File: src/rtl/mxrv_issue_ctrl_if.sv
`default_nettype none
// ============================================================================
// Module      : mxrv_issue_ctrl_if
// Description : Bundle of the ID, EX-handshake, write-back, flush and status
//               signals that connect to the issue controller.
//               slave  modport - seen from the issue controller
//               master modport - seen from the surrounding pipeline
//   id_*_i     decoded instruction fields and use flags from ID
//   ex_ready_i EX can accept an instruction this cycle
//   wb_*_i     retiring instruction (valid, destination, wrote rd)
//   flush_i    branch/jump redirect, kills the ID instruction
//   issue_o    ID->EX transfer strobe (combinational)
//   id_stall_o hold IF/ID registers (combinational)
//   busy_o     register scoreboard, bit n = xn write pending
//   inflight_o issued but not yet retired instruction count
// Revision    : 1.0 - initial release
// ============================================================================
interface mxrv_issue_ctrl_if #(
  parameter int CNT_W = 4
);
  logic             id_valid_i;
  logic [4:0]       id_rs1_i;
  logic [4:0]       id_rs2_i;
  logic [4:0]       id_rd_i;
  logic             id_use_rs1_i;
  logic             id_use_rs2_i;
  logic             id_wr_rd_i;
  logic             id_serial_i;
  logic             ex_ready_i;
  logic             wb_valid_i;
  logic [4:0]       wb_rd_i;
  logic             wb_wr_i;
  logic             flush_i;
  logic             issue_o;
  logic             id_stall_o;
  logic [31:0]      busy_o;
  logic [CNT_W-1:0] inflight_o;

  modport slave (
    input  id_valid_i, id_rs1_i, id_rs2_i, id_rd_i, id_use_rs1_i,
           id_use_rs2_i, id_wr_rd_i, id_serial_i, ex_ready_i,
           wb_valid_i, wb_rd_i, wb_wr_i, flush_i,
    output issue_o, id_stall_o, busy_o, inflight_o
  );

  modport master (
    output id_valid_i, id_rs1_i, id_rs2_i, id_rd_i, id_use_rs1_i,
           id_use_rs2_i, id_wr_rd_i, id_serial_i, ex_ready_i,
           wb_valid_i, wb_rd_i, wb_wr_i, flush_i,
    input  issue_o, id_stall_o, busy_o, inflight_o
  );
endinterface
`default_nettype wire

File: src/rtl/mxrv_issue_ctrl.sv
`default_nettype none
// ============================================================================
// Module      : mxrv_issue_ctrl
// Description : Issue controller between ID and EX. Keeps a 32-entry register
//               scoreboard and an in-flight counter, blocks RAW/WAW hazards,
//               drains the pipeline ahead of FENCE/CSR-class instructions and
//               discards the ID instruction on a branch flush.
// Ports       : clk    core clock, rising edge
//               rst_n  asynchronous active-low reset
//               bus    mxrv_issue_ctrl_if.slave (ID, EX, WB, flush, status)
// Revision    : 1.0 - initial release
// ============================================================================
module mxrv_issue_ctrl #(
  parameter int MAX_INFLIGHT = 4,
  parameter int CNT_W        = 4
) (
  input  logic               clk,
  input  logic               rst_n,
  mxrv_issue_ctrl_if.slave   bus
);

  typedef enum logic [1:0] {
    ST_RUN    = 2'd0,
    ST_DRAIN  = 2'd1,
    ST_SERIAL = 2'd2
  } state_t;

  localparam logic [CNT_W-1:0] c_max_inflight = CNT_W'(MAX_INFLIGHT);

  state_t           r_state;
  logic [31:0]      r_busy;
  logic [CNT_W-1:0] r_inflight;

  logic [31:0]      w_clr_mask;
  logic [31:0]      w_set_mask;
  logic [31:0]      w_eff;
  logic             w_hazard;
  logic             w_full;
  logic             w_issue;
  logic [31:0]      w_busy_nxt;
  logic [CNT_W-1:0] w_inflight_nxt;

  // A retiring write releases its register in the same cycle; EX forwards
  // the value, so a dependent instruction may issue alongside the retire.
  assign w_clr_mask = (bus.wb_valid_i && bus.wb_wr_i) ? (32'd1 << bus.wb_rd_i) : 32'd0;
  assign w_eff      = r_busy & ~w_clr_mask;

  assign w_hazard = (bus.id_use_rs1_i & w_eff[bus.id_rs1_i])
                  | (bus.id_use_rs2_i & w_eff[bus.id_rs2_i])
                  | (bus.id_wr_rd_i   & w_eff[bus.id_rd_i]);

  assign w_full = (r_inflight == c_max_inflight) && !bus.wb_valid_i;

  always_comb begin
    w_issue = 1'b0;
    case (r_state)
      ST_RUN:    w_issue = bus.id_valid_i & ~bus.id_serial_i & ~w_hazard & ~w_full
                         & bus.ex_ready_i & ~bus.flush_i;
      ST_SERIAL: w_issue = bus.id_valid_i & bus.ex_ready_i & ~bus.flush_i;
      default:   w_issue = 1'b0;
    endcase
  end

  // Outputs are forced low while reset is asserted.
  assign bus.issue_o    = rst_n & w_issue;
  assign bus.id_stall_o = rst_n & bus.id_valid_i & ~w_issue & ~bus.flush_i;
  assign bus.busy_o     = r_busy;
  assign bus.inflight_o = r_inflight;

  // Set is applied after clear so a new writer of a retiring register wins.
  assign w_set_mask = (w_issue && bus.id_wr_rd_i) ? (32'd1 << bus.id_rd_i) : 32'd0;
  assign w_busy_nxt = ((r_busy & ~w_clr_mask) | w_set_mask) & 32'hFFFF_FFFE;

  // Issue and retire together leave the count unchanged; a retire with
  // nothing in flight is illegal and saturates at zero.
  always_comb begin
    w_inflight_nxt = r_inflight;
    if (w_issue && !bus.wb_valid_i)
      w_inflight_nxt = r_inflight + 1'b1;
    else if (!w_issue && bus.wb_valid_i && (r_inflight != '0))
      w_inflight_nxt = r_inflight - 1'b1;
  end

  always_ff @(posedge clk or negedge rst_n) begin
    if (!rst_n) begin
      r_state    <= ST_RUN;
      r_busy     <= 32'd0;
      r_inflight <= '0;
    end else begin
      r_busy     <= w_busy_nxt;
      r_inflight <= w_inflight_nxt;
      case (r_state)
        ST_RUN: begin
          if (bus.id_valid_i && bus.id_serial_i && !bus.flush_i)
            r_state <= ST_DRAIN;
        end
        ST_DRAIN: begin
          if (bus.flush_i)
            r_state <= ST_RUN;
          else if ((r_inflight == '0) && !bus.wb_valid_i)
            r_state <= ST_SERIAL;
        end
        ST_SERIAL: begin
          if (w_issue || bus.flush_i)
            r_state <= ST_RUN;
        end
        default: r_state <= ST_RUN;
      endcase
    end
  end

  a_no_underflow: assert property (@(posedge clk) disable iff (!rst_n)
    !(bus.wb_valid_i && (r_inflight == '0)))
    else $error("wb_valid_i asserted with no instruction in flight");

endmodule
`default_nettype wire

File: src/flat_wrapper.sv
// flat-port wrapper written by rule: the top's interface ports become plain ports
module mxrv_issue_ctrl_flat 
#(
  parameter int MAX_INFLIGHT = 4,
  parameter int CNT_W        = 4
)
  (clk, rst_n, bus_id_valid_i, bus_id_rs1_i, bus_id_rs2_i, bus_id_rd_i, bus_id_use_rs1_i, bus_id_use_rs2_i, bus_id_wr_rd_i, bus_id_serial_i, bus_ex_ready_i, bus_wb_valid_i, bus_wb_rd_i, bus_wb_wr_i, bus_flush_i, bus_issue_o, bus_id_stall_o, bus_busy_o, bus_inflight_o);
  mxrv_issue_ctrl_if #(.CNT_W(CNT_W)) bus_i ();
  input  logic clk;
  input  logic rst_n;
  input wire logic [$bits(bus_i.id_valid_i)-1:0] bus_id_valid_i;
  input wire logic [$bits(bus_i.id_rs1_i)-1:0] bus_id_rs1_i;
  input wire logic [$bits(bus_i.id_rs2_i)-1:0] bus_id_rs2_i;
  input wire logic [$bits(bus_i.id_rd_i)-1:0] bus_id_rd_i;
  input wire logic [$bits(bus_i.id_use_rs1_i)-1:0] bus_id_use_rs1_i;
  input wire logic [$bits(bus_i.id_use_rs2_i)-1:0] bus_id_use_rs2_i;
  input wire logic [$bits(bus_i.id_wr_rd_i)-1:0] bus_id_wr_rd_i;
  input wire logic [$bits(bus_i.id_serial_i)-1:0] bus_id_serial_i;
  input wire logic [$bits(bus_i.ex_ready_i)-1:0] bus_ex_ready_i;
  input wire logic [$bits(bus_i.wb_valid_i)-1:0] bus_wb_valid_i;
  input wire logic [$bits(bus_i.wb_rd_i)-1:0] bus_wb_rd_i;
  input wire logic [$bits(bus_i.wb_wr_i)-1:0] bus_wb_wr_i;
  input wire logic [$bits(bus_i.flush_i)-1:0] bus_flush_i;
  output wire logic [$bits(bus_i.issue_o)-1:0] bus_issue_o;
  output wire logic [$bits(bus_i.id_stall_o)-1:0] bus_id_stall_o;
  output wire logic [$bits(bus_i.busy_o)-1:0] bus_busy_o;
  output wire logic [$bits(bus_i.inflight_o)-1:0] bus_inflight_o;
  assign bus_i.id_valid_i = bus_id_valid_i;
  assign bus_i.id_rs1_i = bus_id_rs1_i;
  assign bus_i.id_rs2_i = bus_id_rs2_i;
  assign bus_i.id_rd_i = bus_id_rd_i;
  assign bus_i.id_use_rs1_i = bus_id_use_rs1_i;
  assign bus_i.id_use_rs2_i = bus_id_use_rs2_i;
  assign bus_i.id_wr_rd_i = bus_id_wr_rd_i;
  assign bus_i.id_serial_i = bus_id_serial_i;
  assign bus_i.ex_ready_i = bus_ex_ready_i;
  assign bus_i.wb_valid_i = bus_wb_valid_i;
  assign bus_i.wb_rd_i = bus_wb_rd_i;
  assign bus_i.wb_wr_i = bus_wb_wr_i;
  assign bus_i.flush_i = bus_flush_i;
  assign bus_issue_o = bus_i.issue_o;
  assign bus_id_stall_o = bus_i.id_stall_o;
  assign bus_busy_o = bus_i.busy_o;
  assign bus_inflight_o = bus_i.inflight_o;
  mxrv_issue_ctrl #(.MAX_INFLIGHT(MAX_INFLIGHT), .CNT_W(CNT_W)) u_core (.clk(clk), .rst_n(rst_n), .bus(bus_i));
endmodule
File: config.mk
export PLATFORM = sky130hd
export DESIGN_NAME = mxrv_issue_ctrl_flat
export DESIGN_NICKNAME = d
export VERILOG_FILES = /design/src/rtl/mxrv_issue_ctrl_if.sv /design/src/rtl/mxrv_issue_ctrl.sv /design/src/flat_wrapper.sv
export SDC_FILE = /design/constraint.sdc
export NUM_CORES = 1
export LEC_CHECK = 0
export ABC_CLOCK_PERIOD_IN_PS = 3400
export BUFFER_PORTS_ARGS = -buffer_cell sky130_fd_sc_hd__buf_4
export CAP_MARGIN = 5
export CORE_ASPECT_RATIO = 0.6
export CORE_MARGIN = 2
export CORE_UTILIZATION = 40
export CTS_BUF_LIST = sky130_fd_sc_hd__clkbuf_4 sky130_fd_sc_hd__clkbuf_8
export DETAILED_ROUTE_END_ITERATION = 10
export SLEW_MARGIN = 20
export SYNTH_ARGS = -nofsm -noshare
export SYNTH_HDL_FRONTEND = slang
export SYNTH_SLANG_ARGS = --single-unit
export TNS_END_PERCENT = 5
File: constraint.sdc
create_clock -name clk -period 3.4 [get_ports clk]
set_input_delay 0.68 -clock clk [delete_from_list [all_inputs] [get_ports clk]]
set_output_delay 0.68 -clock clk [all_outputs]
set_load 0.02 [all_outputs]
Word level (Yosys, flattened, before mapping)

Cells that the tools add are included.

Memories kept: 0
Memory bits (read-only): 0
Flip-flop bits (word level): 37
RAM bits: 0
Latch bits: 0
Input port bits: 31

Equal/unequal tests: 6
Multipliers: 0
Multiplexer cells: 16
Shifts and indexed selects: 2
Bitwise logic cells: 24
Divide/modulo/power cells: 0
Reductions and logical operators: 18
Order comparisons: 3
Add/subtract/negate cells: 2

Operator list:

| operator                                                                | number |
|---|---|
| 32-bit two-way mux                                                      | 2 |
| 1-bit by 5-bit << shifter with 32-bit output, first input constant      | 2 |
| 32-bit AND                                                              | 1 |
| 32-bit NOT                                                              | 1 |
| 32-bit OR                                                               | 1 |
| 5-bit by 6-bit < comparator with 1-bit output, second input constant    | 3 |
| 1-bit binary-select mux with 5-bit select                               | 3 |
| 1-bit AND                                                               | 14 |
| 1-bit logical AND                                                       | 9 |
| 2-bit two-way mux                                                       | 4 |
| 4-bit two-way mux                                                       | 2 |
| 2-bit case mux with 3 select lines                                      | 1 |
| 1-bit NOT                                                               | 5 |
| 4-bit by 1-bit adder with 4-bit output, second input constant           | 1 |
| 4-bit by 3-bit == test with 1-bit output, second input constant         | 1 |
| 4-bit logical NOT                                                       | 1 |
| 2-bit by 1-bit inequality test with 1-bit output, second input constant | 2 |
| 4-bit nonzero test                                                      | 1 |
| 4-bit by 1-bit subtractor with 4-bit output, second input constant      | 1 |
| 1-bit logical NOT                                                       | 3 |
| 1-bit two-way mux                                                       | 3 |
| 3-bit by 2-bit inequality test with 1-bit output, second input constant | 1 |
| 3-bit AND reduction                                                     | 1 |
| 2-bit by 1-bit == test with 1-bit output, second input constant         | 1 |
| 6 further kinds                                                         | 7 |

Logic depth before layout (Yosys ltp)

Gate-level depths: netlist (run 1).

Depth after elaboration: 20
Mapped depth: 18

Least setup slack after synthesis (run 1)

No wires, ideal clock.

Kind: input to register
Start: input bus_wb_rd_i[4]
End: register u_core.r_inflight[3] (netlist: u_core.bus.inflight_o[3])
Setup time: 0.130 ns
Data arrival time: 3.888 ns
Stages: 16
Setup slack: -0.618 ns
Path buffers: 2
Cell sequence: or4b_1 o21ai_1 o22ai_1 a211o_1 a32o_1 a221oi_2 o21ai_1 buf_6 buf_6 or2_2 ha_1 a21o_1 a21oi_1 and3_1 mux2i_1 xnor2_1

Word-level cells in the longest chain between the ends: 19
Elaborated cells on any way between the ends: 27
Those cells by class: shift (1); mux (9); bitwise (12); reduce/logical (5)

RTL lines:

| what                                                         | RTL line                                     | RTL |
|---|---|---|
| start: declaration                                           | flat_wrapper.sv:21                           | `input wire logic [$bits(bus_i.wb_rd_i)-1:0] bus_wb_rd_i;` |
| 1-bit by 5-bit << shifter with 32-bit output *               | mxrv_issue_ctrl.sv:45                        | `assign w_clr_mask = (bus.wb_valid_i && bus.wb_wr_i) ? (32'd1 << bus.wb_rd_i) : 32'd0;` |
| 32-bit two-way mux *                                         | mxrv_issue_ctrl.sv:45                        |  |
| 32-bit NOT *                                                 | mxrv_issue_ctrl.sv:46                        | `assign w_eff = r_busy & ~w_clr_mask;` |
| 32-bit AND *                                                 | mxrv_issue_ctrl.sv:46                        |  |
| 1-bit binary-select mux with 5-bit select (on tied branches) | mxrv_issue_ctrl.sv:48, mxrv_issue_ctrl.sv:49 |  |
| 1-bit two-way mux (on tied branches)                         | mxrv_issue_ctrl.sv:48, mxrv_issue_ctrl.sv:49 |  |
| 1-bit AND (on tied branches)                                 | mxrv_issue_ctrl.sv:48, mxrv_issue_ctrl.sv:49 |  |
| 1-bit OR                                                     | mxrv_issue_ctrl.sv:49                        | `\| (bus.id_use_rs2_i & w_eff[bus.id_rs2_i])` |
| 1-bit OR *                                                   | mxrv_issue_ctrl.sv:50                        | `\| (bus.id_wr_rd_i & w_eff[bus.id_rd_i]);` |
| 1-bit NOT *                                                  | mxrv_issue_ctrl.sv:57                        | `ST_RUN: w_issue = bus.id_valid_i & ~bus.id_serial_i & ~w_hazard & ~w_full` |
| 1-bit AND * (2 in series)                                    | mxrv_issue_ctrl.sv:57                        |  |
| 1-bit AND * (2 in series)                                    | mxrv_issue_ctrl.sv:58                        | `& bus.ex_ready_i & ~bus.flush_i;` |
| 1-bit case mux with 2 select lines *                         | mxrv_issue_ctrl.sv:56                        | `case (r_state)` |
| 1-bit logical NOT                                            | mxrv_issue_ctrl.sv:80                        | `else if (!w_issue && bus.wb_valid_i && (r_inflight != '0))` |
| 1-bit logical AND (2 in series)                              | mxrv_issue_ctrl.sv:80                        |  |
| 2-bit nonzero test (no line)                                 | --                                           |  |
| end signal: assignment                                       | mxrv_issue_ctrl.sv:91                        | `r_inflight <= w_inflight_nxt;` |
| end: declaration                                             | mxrv_issue_ctrl.sv:32                        | `logic [CNT_W-1:0] r_inflight;` |

Mark *: on every way between the ends. The rest lies on a longest branch, timed or not. The select of a mux whose other input is x is not followed.
A chain may end at the register's enable or synchronous reset.

Final worst setup path (run 1)

Start: input bus_wb_rd_i[3]
End: output bus_id_stall_o

Word-level cells in the longest chain between the ends: 18
Elaborated cells on any way between the ends: 24
Those cells by class: shift (1); mux (8); bitwise (15)

RTL lines:

| what                                                         | RTL line                                     | RTL |
|---|---|---|
| 1-bit by 5-bit << shifter with 32-bit output *               | mxrv_issue_ctrl.sv:45                        |  |
| 32-bit two-way mux *                                         | mxrv_issue_ctrl.sv:45                        |  |
| 32-bit NOT *                                                 | mxrv_issue_ctrl.sv:46                        |  |
| 32-bit AND *                                                 | mxrv_issue_ctrl.sv:46                        |  |
| 1-bit binary-select mux with 5-bit select (on tied branches) | mxrv_issue_ctrl.sv:48, mxrv_issue_ctrl.sv:49 |  |
| 1-bit two-way mux (on tied branches)                         | mxrv_issue_ctrl.sv:48, mxrv_issue_ctrl.sv:49 |  |
| 1-bit AND (on tied branches)                                 | mxrv_issue_ctrl.sv:48, mxrv_issue_ctrl.sv:49 |  |
| 1-bit OR                                                     | mxrv_issue_ctrl.sv:49                        |  |
| 1-bit OR *                                                   | mxrv_issue_ctrl.sv:50                        |  |
| 1-bit NOT *                                                  | mxrv_issue_ctrl.sv:57                        |  |
| 1-bit AND * (2 in series)                                    | mxrv_issue_ctrl.sv:57                        |  |
| 1-bit AND * (2 in series)                                    | mxrv_issue_ctrl.sv:58                        |  |
| 1-bit case mux with 2 select lines *                         | mxrv_issue_ctrl.sv:56                        |  |
| 1-bit NOT *                                                  | mxrv_issue_ctrl.sv:66                        | `assign bus.id_stall_o = rst_n & bus.id_valid_i & ~w_issue & ~bus.flush_i;` |
| 1-bit AND * (2 in series)                                    | mxrv_issue_ctrl.sv:66                        |  |
| end: declaration                                             | flat_wrapper.sv:25                           | `output wire logic [$bits(bus_i.id_stall_o)-1:0] bus_id_stall_o;` |

Marked as above.

==> results of run 1 <==
sequential cells by signal, summed over array words and instances (netlist names):
register / cells
u_core.r_state: 2
u_core.bus.inflight_o: 4
u_core.bus.busy_o: 31
cell type report:
class                      count  area share [%]
multi-input combinational    291            46.3
tap                          104            2.75
sequential                    37            19.6
clock inverter                 3           0.979
timing repair buffer         172            28.4
clock buffer                   5            1.45
inverter                       7           0.555
power groups by stage:
| stage | sequential [W] | clock (W) | combinational [W] |
|---|---|---|---|
| 3_3_place_gp | 0.000530 | 0 | 0.000711 |
| 3_5_place_dp | 0.000532 | 0 | 0.000715 |
| 5_1_grt | 0.000531 | 0.000439 | 0.000814 |
| 6_report | 0.000524 | 0.000409 | 0.000756 |
| 4_1_cts | 0.000523 | 0.000416 | 0.000728 |
| 2_1_floorplan | 0.000597 | 0 | 0.000299 |
cells by family (layout without fill, tap and decap cells):
family / Yosys count / in the layout / share of synthesized area, %
AND/OR/NAND/NOR: 136 / 136 / 26.1
adder cells (fa/ha/maj): 3 / 3 / 1.45
other: 1 / 1 / 0.121
XOR/XNOR: 4 / 4 / 1.13
multiplexers: 19 / 19 / 6.79
buffers and inverters: 27 / 187 / 4.12
flip-flops: 37 / 37 / 29.9
AO/OA/AOI/OAI: 128 / 128 / 30.4
metal layers:
layer / GRT usage, % / up-vias
li1: - / 1692
met1: 49.3 / 1795
met2: 41.1 / 208
met3: 14.6 / 11
met4: 5.76 / 0
met5: 0 / -
Yosys cell counts, types with 4 or more instances:
cell type  instances  share of area [%]
clkbuf_1          12                1.5
nor2_1            24                2.9
dfrtp_1           37                 30
nand2_1           29                3.5
mux2i_1           12                3.9
nand2b_1           7                1.4
a21oi_1            4               0.65
nand4bb_1          5                1.8
nor2b_1            6                1.2
nand3_1           12                1.9
o22ai_1           15                3.0
nor3_1            10                1.6
a21bo_1            6                1.9
inv_1              6               0.73
o21ai_0           29                4.7
mux2_2             6                2.2
nand4b_1           4                1.1
o21ai_1            7                1.1
nand3b_1          12                2.9
a21o_1             6                1.5
o211ai_1           4               0.97
a21bo_2           15                4.8
o41ai_1           10                2.8
timing repair:
item,4_1_cts,5_1_grt
pin swaps,12,2
setup endpoints to repair,12,21
resized for setup,17,13
cloned,0,0
setup buffers,1,0
final timing paths:
check / from / endpoint / depth (start not counted) / slack [ns]
setup / recovery: bus_wb_rd_i[3] / bus_id_stall_o / 11 / -0.31
hold / removal: rst_n / u_core.r_state[1]$_DFFE_PN0P_ / 1 / 0.33
setup reg to reg: u_core.bus.inflight_o[2]$_DFFE_PN0P_ / u_core.bus.inflight_o[1]$_DFFE_PN0P_ / 14 / 0.03
hold reg to reg: u_core.r_state[1]$_DFFE_PN0P_ / u_core.r_state[0]$_DFFE_PN0P_ / 1 / 0.49
max in group asynchronous: rst_n / u_core.bus.busy_o[3]$_DFF_PN0_ / 1 / 2.69
min in group clk: u_core.r_state[1]$_DFFE_PN0P_ / u_core.r_state[0]$_DFFE_PN0P_ / 1 / 0.49
metrics by stage:
step	hold slack, ns	cell area, sq um	power, W	setup TNS, ns	instances
after floorplan	0.384	3150	0.000896	-1.84	355
after global placement	0.462	4500	0.00124	-10.39	611
after detailed placement	0.483	4500	0.00125	-10.30	611
after CTS	0.358	4670	0.00167	-1.19	619
after global routing	0.362	4730	0.00178	-1.90	619
final	0.332	4730	0.00169	-1.34	619
==> summary.txt, run 1 <==
Clock network
  – Clock slew at reported path FFs: 0.09 ns
  – Clock Tree Buf Depth: 2
  – Root buffer cell: clkbuf_8
  – H-tree Lvls: 2
  – Clock sink count: 37
  – Hold buffers post-CTS: 0
  – Num CTS Buffers: 5
  – Worst skew pair latency: roughly 0.31 ns
  – CTS tree: done

Placement
  – Post-DP HPWL: around 11000 microns
  – GP Congestion: 0.997
  – Pre-CTS setup slack: -0.585 ns
  – Port buffer count: 67

Routing
  – DR top layer: met4
  – Routed WL: ~13000 microns
  – Met3 wire len: between 1500 and 2000 microns
  – Post-route ant nets: 0
  – DRT Pass-1 Iters: 6
  – Via count: approximately 3700
  – Per-cell routed wire length: 21.8 microns
  – DR iter-0 viols: 458
  – Routed length on met2: about 5000 microns
  – # DRC: 0
  – Post-Route M1 WL: between 6000 and 7000 microns
  – DR vias/cell: 5.99

Synthesis
  – Number of flops mapped to enable cells by yosys: 0
  – Synthesized area per cell: a little under 9 sq um
  – Synth unique cells: 66
  – Sequential area share after synthesis: around 30%
  – Post-synthesis register bit count: 37
  – Prevailing post-synth register cell: dfrtp_1
  – Synth warnings: 0
  – Mapped Area: just over 3000 sq um
  – Syn Inst Count: approximately 360
  – Syn_nets: about 390
  – FFs w/ async S/R, synth: 100%

Hold path
  – Worst hold path type: input port to async pin

Setup path
  – Element type at the critical path start: input port
  – WS Path Type: input port to primary output
  – Critical Path Max Stage Delay: about 0.59 ns
  – Crit path cell chain: buf_8, or4b_4, o21ai_4, o22ai_2, a211o_1, a32o_2, a221oi_2, o21ai_2, buf_4, and4b_1, buf_6
  – Critical path's slowest cell: or4b_4
  – CP Capture Type: primary output
  – CP max FO: 6
  – CP arrival: 3.03 ns
  – Delay-heaviest family, CP: compound AO/OA/AOI/OAI gates
  – WP data required: around 2.7 ns
  – Crit path buf inv count: 3

Global route
  – First-pass GRT wire length: around 21000 microns
  – Number of global-route vias before repair: between 3000 and 4000
  – Total grt overflow: 0
  – Largest net degree at the start of global routing: 40
  – Initial antenna violation count: 0
  – Total GRT Usage: 32.3%

Power and ir drop
  – Comb power frac: approximately 45%
  – Reg power frac: between 30 and 40%
  – Max IR drop VDD: around 0.19 mV
  – Power per cell area: 357 nW/um^2
  – Clk pwr share: between 20% and 30%
  – Power Internal: around 0.0011 W
  – P_leak: between 2 and 2.5 nW
  – Net Switching: ~0.00063 W
  – Sw Share: between 30% and 40%

Floorplan
  – Die height: between 70 and 80 microns
  – Chip width: ~120 microns
  – Initial core utilization: 41.9%
  – Io pins: approximately 70
  – Cell Rows: 24
  – Core area: roughly 7400 sq um
  – Area of the die: about 8500 sq um

Layout
  – Fraction of layout cells with a size suffix above 1: between 40% and 50%
  – Register area: around 930 sq um
  – Multi-input gate area: ~2200 sq um
  – Synthesis-to-finish area growth: 52.8%
  – Most frequent cells in the layout: 164 x buf_4, 37 x dfrtp_1, 29 x nand2_1
  – Most common cell after layout, fill and taps aside: buf_4
  – Util after Layout: 64.0%
  – Diodes inserted: 0
  – Fillers: ~650
  – Final nets: around 550

Run status
  – Failing checks: negative setup slack
  – Status: finished, violations left

Timing
  – Minimum clock period: 3.71 ns
  – Final period utilization: 109%
  – Layout Skew: 0.0122 ns
  – Final Hold Vio Count: 0
  – RSZ-0062 raised after global routing: yes
  – Max-slew violation count: 0
  – Worst slew pin tran: slightly above 0.7 ns
  – Final worst slack: -0.309 ns
  – Final setup violation count: 5
  – Peak Freq: around 0.27 GHz
  – Max-slew headroom: a little over half

Job
  – # Max-Cap Violations: 0
(Power assumes the default switching activity.)
==> run 2: changes to the inputs <==
--- a/config.mk
+++ b/config.mk
@@ -5,14 +5,16 @@
 export SDC_FILE = /design/constraint.sdc
 export NUM_CORES = 1
 export LEC_CHECK = 0
+export ABC_AREA = 1
 export ABC_CLOCK_PERIOD_IN_PS = 3400
 export BUFFER_PORTS_ARGS = -buffer_cell sky130_fd_sc_hd__buf_4
 export CAP_MARGIN = 5
-export CORE_ASPECT_RATIO = 0.6
+export CORE_ASPECT_RATIO = 1.1
 export CORE_MARGIN = 2
-export CORE_UTILIZATION = 40
+export CORE_UTILIZATION = 51
 export CTS_BUF_LIST = sky130_fd_sc_hd__clkbuf_4 sky130_fd_sc_hd__clkbuf_8
 export DETAILED_ROUTE_END_ITERATION = 10
+export PLACE_DENSITY = 0.79
 export SLEW_MARGIN = 20
 export SYNTH_ARGS = -nofsm -noshare
 export SYNTH_HDL_FRONTEND = slang
==> run 2 against run 1 <==
Effect of this change:
- the flow now finishes without violations
- first-iteration DRC count rose by 12%
- routed wire length fell by 13%
- sequential share of layout area rose by 3.1 points
- synthesized area rose by 2.9%
- flip-flop and latch count did not move
- count of clock-buffer cells in the layout rose by 2
- via count rose by 7.5%
- die area fell by 19%
- combinational power fell by 23%
- critical path depth rose by 6
- final area fell by 14%
- clock skew fell by 0.0011 ns
- critical path type unchanged
- critical endpoint unchanged
- largest power group unchanged
==> summary.txt, run 2 <==
Placement
  – Post-DP HPWL: 9350 microns (was 10700 microns)
  – Placed Cells: 652 (was 611)
  – GP Congestion: 1.03 (was 0.997)
  – Port buffer count: 67 (unchanged)

Clock network
  – Num CTS Buffers: 5 (unchanged)
  – CTS tree: done (unchanged)
  – Hold buffers post-CTS: 0 (unchanged)
  – Clock sink count: 37 (unchanged)
  – Root buffer cell: clkbuf_8 (unchanged)
  – Clock Tree Buf Depth: 2 (unchanged)
  – H-tree Lvls: 2 (unchanged)
  – Worst skew pair latency: 0.29 ns (was 0.31 ns)
  – Clock slew at reported path FFs: 0.08 ns (was 0.09 ns)

Power and ir drop
  – Max IR drop VDD: 0.467 mV (was 0.185 mV)
  – Pwr Total: 0.00155 W (was 0.00169 W)
  – P_leak: 2.06 nW (was 2.19 nW)
  – Power per cell area: 380 nW/um^2 (was 357 nW/um^2)

Synthesis
  – Post-synthesis register bit count: 37 (unchanged)
  – Mapped Area: 3190 sq um (was 3100 sq um)
  – Top cell type's share of synthesized area: 29.1% (was 29.9%)
  – FFs w/ async S/R, synth: 100% (unchanged)
  – Top post-synthesis cells by count: 141 x nand2_1, 139 x nand3_1, 42 x nor2_1 (was 37 x dfrtp_1, 29 x nand2_1, 29 x o21ai_0)
  – Syn Inst Count: 501 (was 355)
  – Syn_nets: 535 (was 389)
  – Top-count cell post-synth: nand2_1 (was dfrtp_1)
  – Synth warnings: 0 (unchanged)
  – Number of flops mapped to enable cells by yosys: 0 (unchanged)
  – Synth area leaders: dfrtp_1 29%, nand3_1 22%, nand2_1 17% (was dfrtp_1 30%, a21bo_2 4.8%, o21ai_0 4.7%)
  – Synthesized area per cell: 6.36 sq um (was 8.72 sq um)
  – Prevailing post-synth register cell: dfrtp_1 (unchanged)
  – Yosys top cell by area: dfrtp_1 (unchanged)
  – Synth unique cells: 39 (was 66)
  – Sequential area share after synthesis: 29.1% (was 29.9%)

Timing
  – Final Hold Vio Count: 0 (unchanged)
  – Minimum clock period: 3.27 ns (was 3.71 ns)
  – Peak Freq: 0.306 GHz (was 0.270 GHz)
  – Max-slew violation count: 0 (unchanged)
  – Final setup violation count: 0 (was 5)
  – Layout Skew: 0.0111 ns (was 0.0122 ns)
  – Hold WS: 0.334 ns (was 0.332 ns)
  – RSZ-0062 raised after global routing: no (was yes)
  – Final period utilization: 96.1% (was 109%)

Global route
  – Total GRT Usage: 34.5% (was 32.3%)
  – Number of global-route vias before repair: 3615 (was 3511)
  – Largest net degree at the start of global routing: 39 (was 40)
  – Initial antenna violation count: 0 (unchanged)
  – First-pass GRT wire length: 18300 microns (was 20500 microns)
  – Total grt overflow: 0 (unchanged)

Routing
  – Routed WL: 11700 microns (was 13500 microns)
  – Post-route ant nets: 0 (unchanged)
  – DRT Pass-1 Iters: 5 (was 6)
  – Via count: 3985 (was 3706)
  – DR vias/cell: 6.03 (was 5.99)
  – DR iter-0 viols: 511 (was 458)
  – # DRC: 0 (unchanged)
  – Per-cell routed wire length: 17.7 microns (was 21.8 microns)

Floorplan
  – Io pins: 69 (unchanged)
  – Chip width: 79.4 microns (was 118 microns)
  – Area of the die: 6900 sq um (was 8480 sq um)
  – Cell Rows: 30 (was 24)
  – Core area: 6120 sq um (was 7390 sq um)
  – Initial core utilization: 52.1% (was 41.9%)
  – Die height: 86.9 microns (was 72.2 microns)

Layout
  – Final non-filler cell total: 661 (was 619)
  – Most common cell after layout, fill and taps aside: nand2_1 (was buf_4)
  – Max reg flops: 31 (unchanged)
  – Fraction of layout cells with a size suffix above 1: 23.9% (was 45.8%)
  – Most frequent cells in the layout: 138 x nand2_1, 136 x nand3_1, 92 x buf_4 (was 164 x buf_4, 37 x dfrtp_1, 29 x nand2_1)
  – Diodes inserted: 0 (unchanged)
  – Final nets: 614 (was 548)
  – Synthesis-to-finish area growth: 27.9% (was 52.8%)

Setup path
  – Most frequent cell on the critical path: nand3_1
  – CP max FO: 11 (was 6)
  – Critical path's slowest cell: a21boi_1 (was or4b_4)
  – Crit path cell chain: buf_4, inv_2, nor2_8, buf_12, a21boi_1, nand2_1, nand3_1, nand3_1, nand3_1, nand2_1, nand2_1, nand3_1, nand4_1, nand2_2, nand2_4, nor3b_1, buf_4 (was buf_8, or4b_4, o21ai_4, o22ai_2, a211o_1, a32o_2, a221oi_2, o21ai_2, buf_4, and4b_1, buf_6)
  – Critical Path Max Stage Delay: 0.31 ns (was 0.59 ns)
  – WP data required: 2.72 ns (about the same)
  – Element type at the critical path start: input port (unchanged)
  – CP Capture Type: primary output (unchanged)
  – WS Path Type: input port to primary output (unchanged)
  – CP arrival: 2.59 ns (was 3.03 ns)

Hold path
  – Worst hold path type: input port to async pin (unchanged)

Job
  – # Max-Cap Violations: 0 (unchanged)

Run status
  – Status: finished clean (was finished, violations left)
run 2: stage by stage:
stage | setup TNS [ns] | cell area, sq um | setup slack (ns) | utilization (%)
after floorplan | 0 | 3190 | 0.259 | -
after global placement | -0.160 | 3870 | -0.107 | 63.3
after detailed placement | -0.262 | 3870 | -0.158 | 63.3
after CTS | 0 | 3990 | 0.0445 | 65.3
after global routing | 0 | 4080 | 0.0113 | 66.6
final | 0 | 4080 | 0.133 | 66.6
run 2: timing repair:
action	in CTS	in global routing
gates resized for setup	1	21
setup buffers	0	1
pin swaps	0	4
setup endpoints to repair	1	3
run 2: critical path: cells and delay by family:
family                 cells  cell delay [ns]
AND/OR/NAND/NOR           12             1.04
buffers and inverters      4             0.55
AO/OA/AOI/OAI              1             0.31
run 2: layout make-up:
type / instances / area (sq um)
repair buffers: 94 / 731
flip-flops and latches: 37 / 926
clock inverters: 1 / 30.0
multi-input cells: 401 / 2040
fillers: 560 / 2040
inverters: 41 / 154
clock buffers: 7 / 90.1
well taps: 80 / 100
run 2: kinds of logic (layout without fill, tap and decap cells):
| group | Yosys count | after routing | share of synthesized area [%] |
|---|---|---|---|
| other | 1 | 1 | 0.118 |
| DFF | 37 | 37 | 29.1 |
| buffers and inverters | 63 | 143 | 9.23 |
| adders and majority gates | 3 | 3 | 1.41 |
| and+or+nand+nor | 361 | 361 | 53.1 |
| AOI/OAI and AO/OA | 34 | 34 | 6.52 |
| xor gates and xnor gates | 2 | 2 | 0.550 |
run 2: path summary, 6_finish.rpt:
check	start	to	slack (ns)	depth (start not counted)
hold reg to reg	u_core.r_state[1]$_DFFE_PN0P_	u_core.r_state[0]$_DFFE_PN0P_	0.57	3
setup reg to reg	u_core.bus.busy_o[29]$_DFF_PN0_	u_core.bus.inflight_o[3]$_DFFE_PN0P_	0.75	20
hold / removal	rst_n	u_core.r_state[1]$_DFFE_PN0P_	0.33	1
setup / recovery	bus_wb_rd_i[4]	bus_id_stall_o	0.13	17
max in group asynchronous	rst_n	u_core.bus.busy_o[1]$_DFF_PN0_	2.74	1
min in group clk	u_core.r_state[1]$_DFFE_PN0P_	u_core.r_state[0]$_DFFE_PN0P_	0.57	3
run 2: power by group:
group	switching (W)	internal, W	leakage [nW]
sequential	0.0000740	0.000489	0.492
combinational	0.000346	0.000238	1.51
clock	0.000154	0.000247	0.0619
run 2: layer usage:
metal | vias up | GRT usage, % | part of all wire [%]
met5 | - | 0 | 0
met4 | 0 | 17.4 | 4.5
met3 | 45 | 2.90 | 8.7
met2 | 287 | 58.2 | 48
met1 | 1811 | 44.3 | 38
li1 | 1842 | - | -
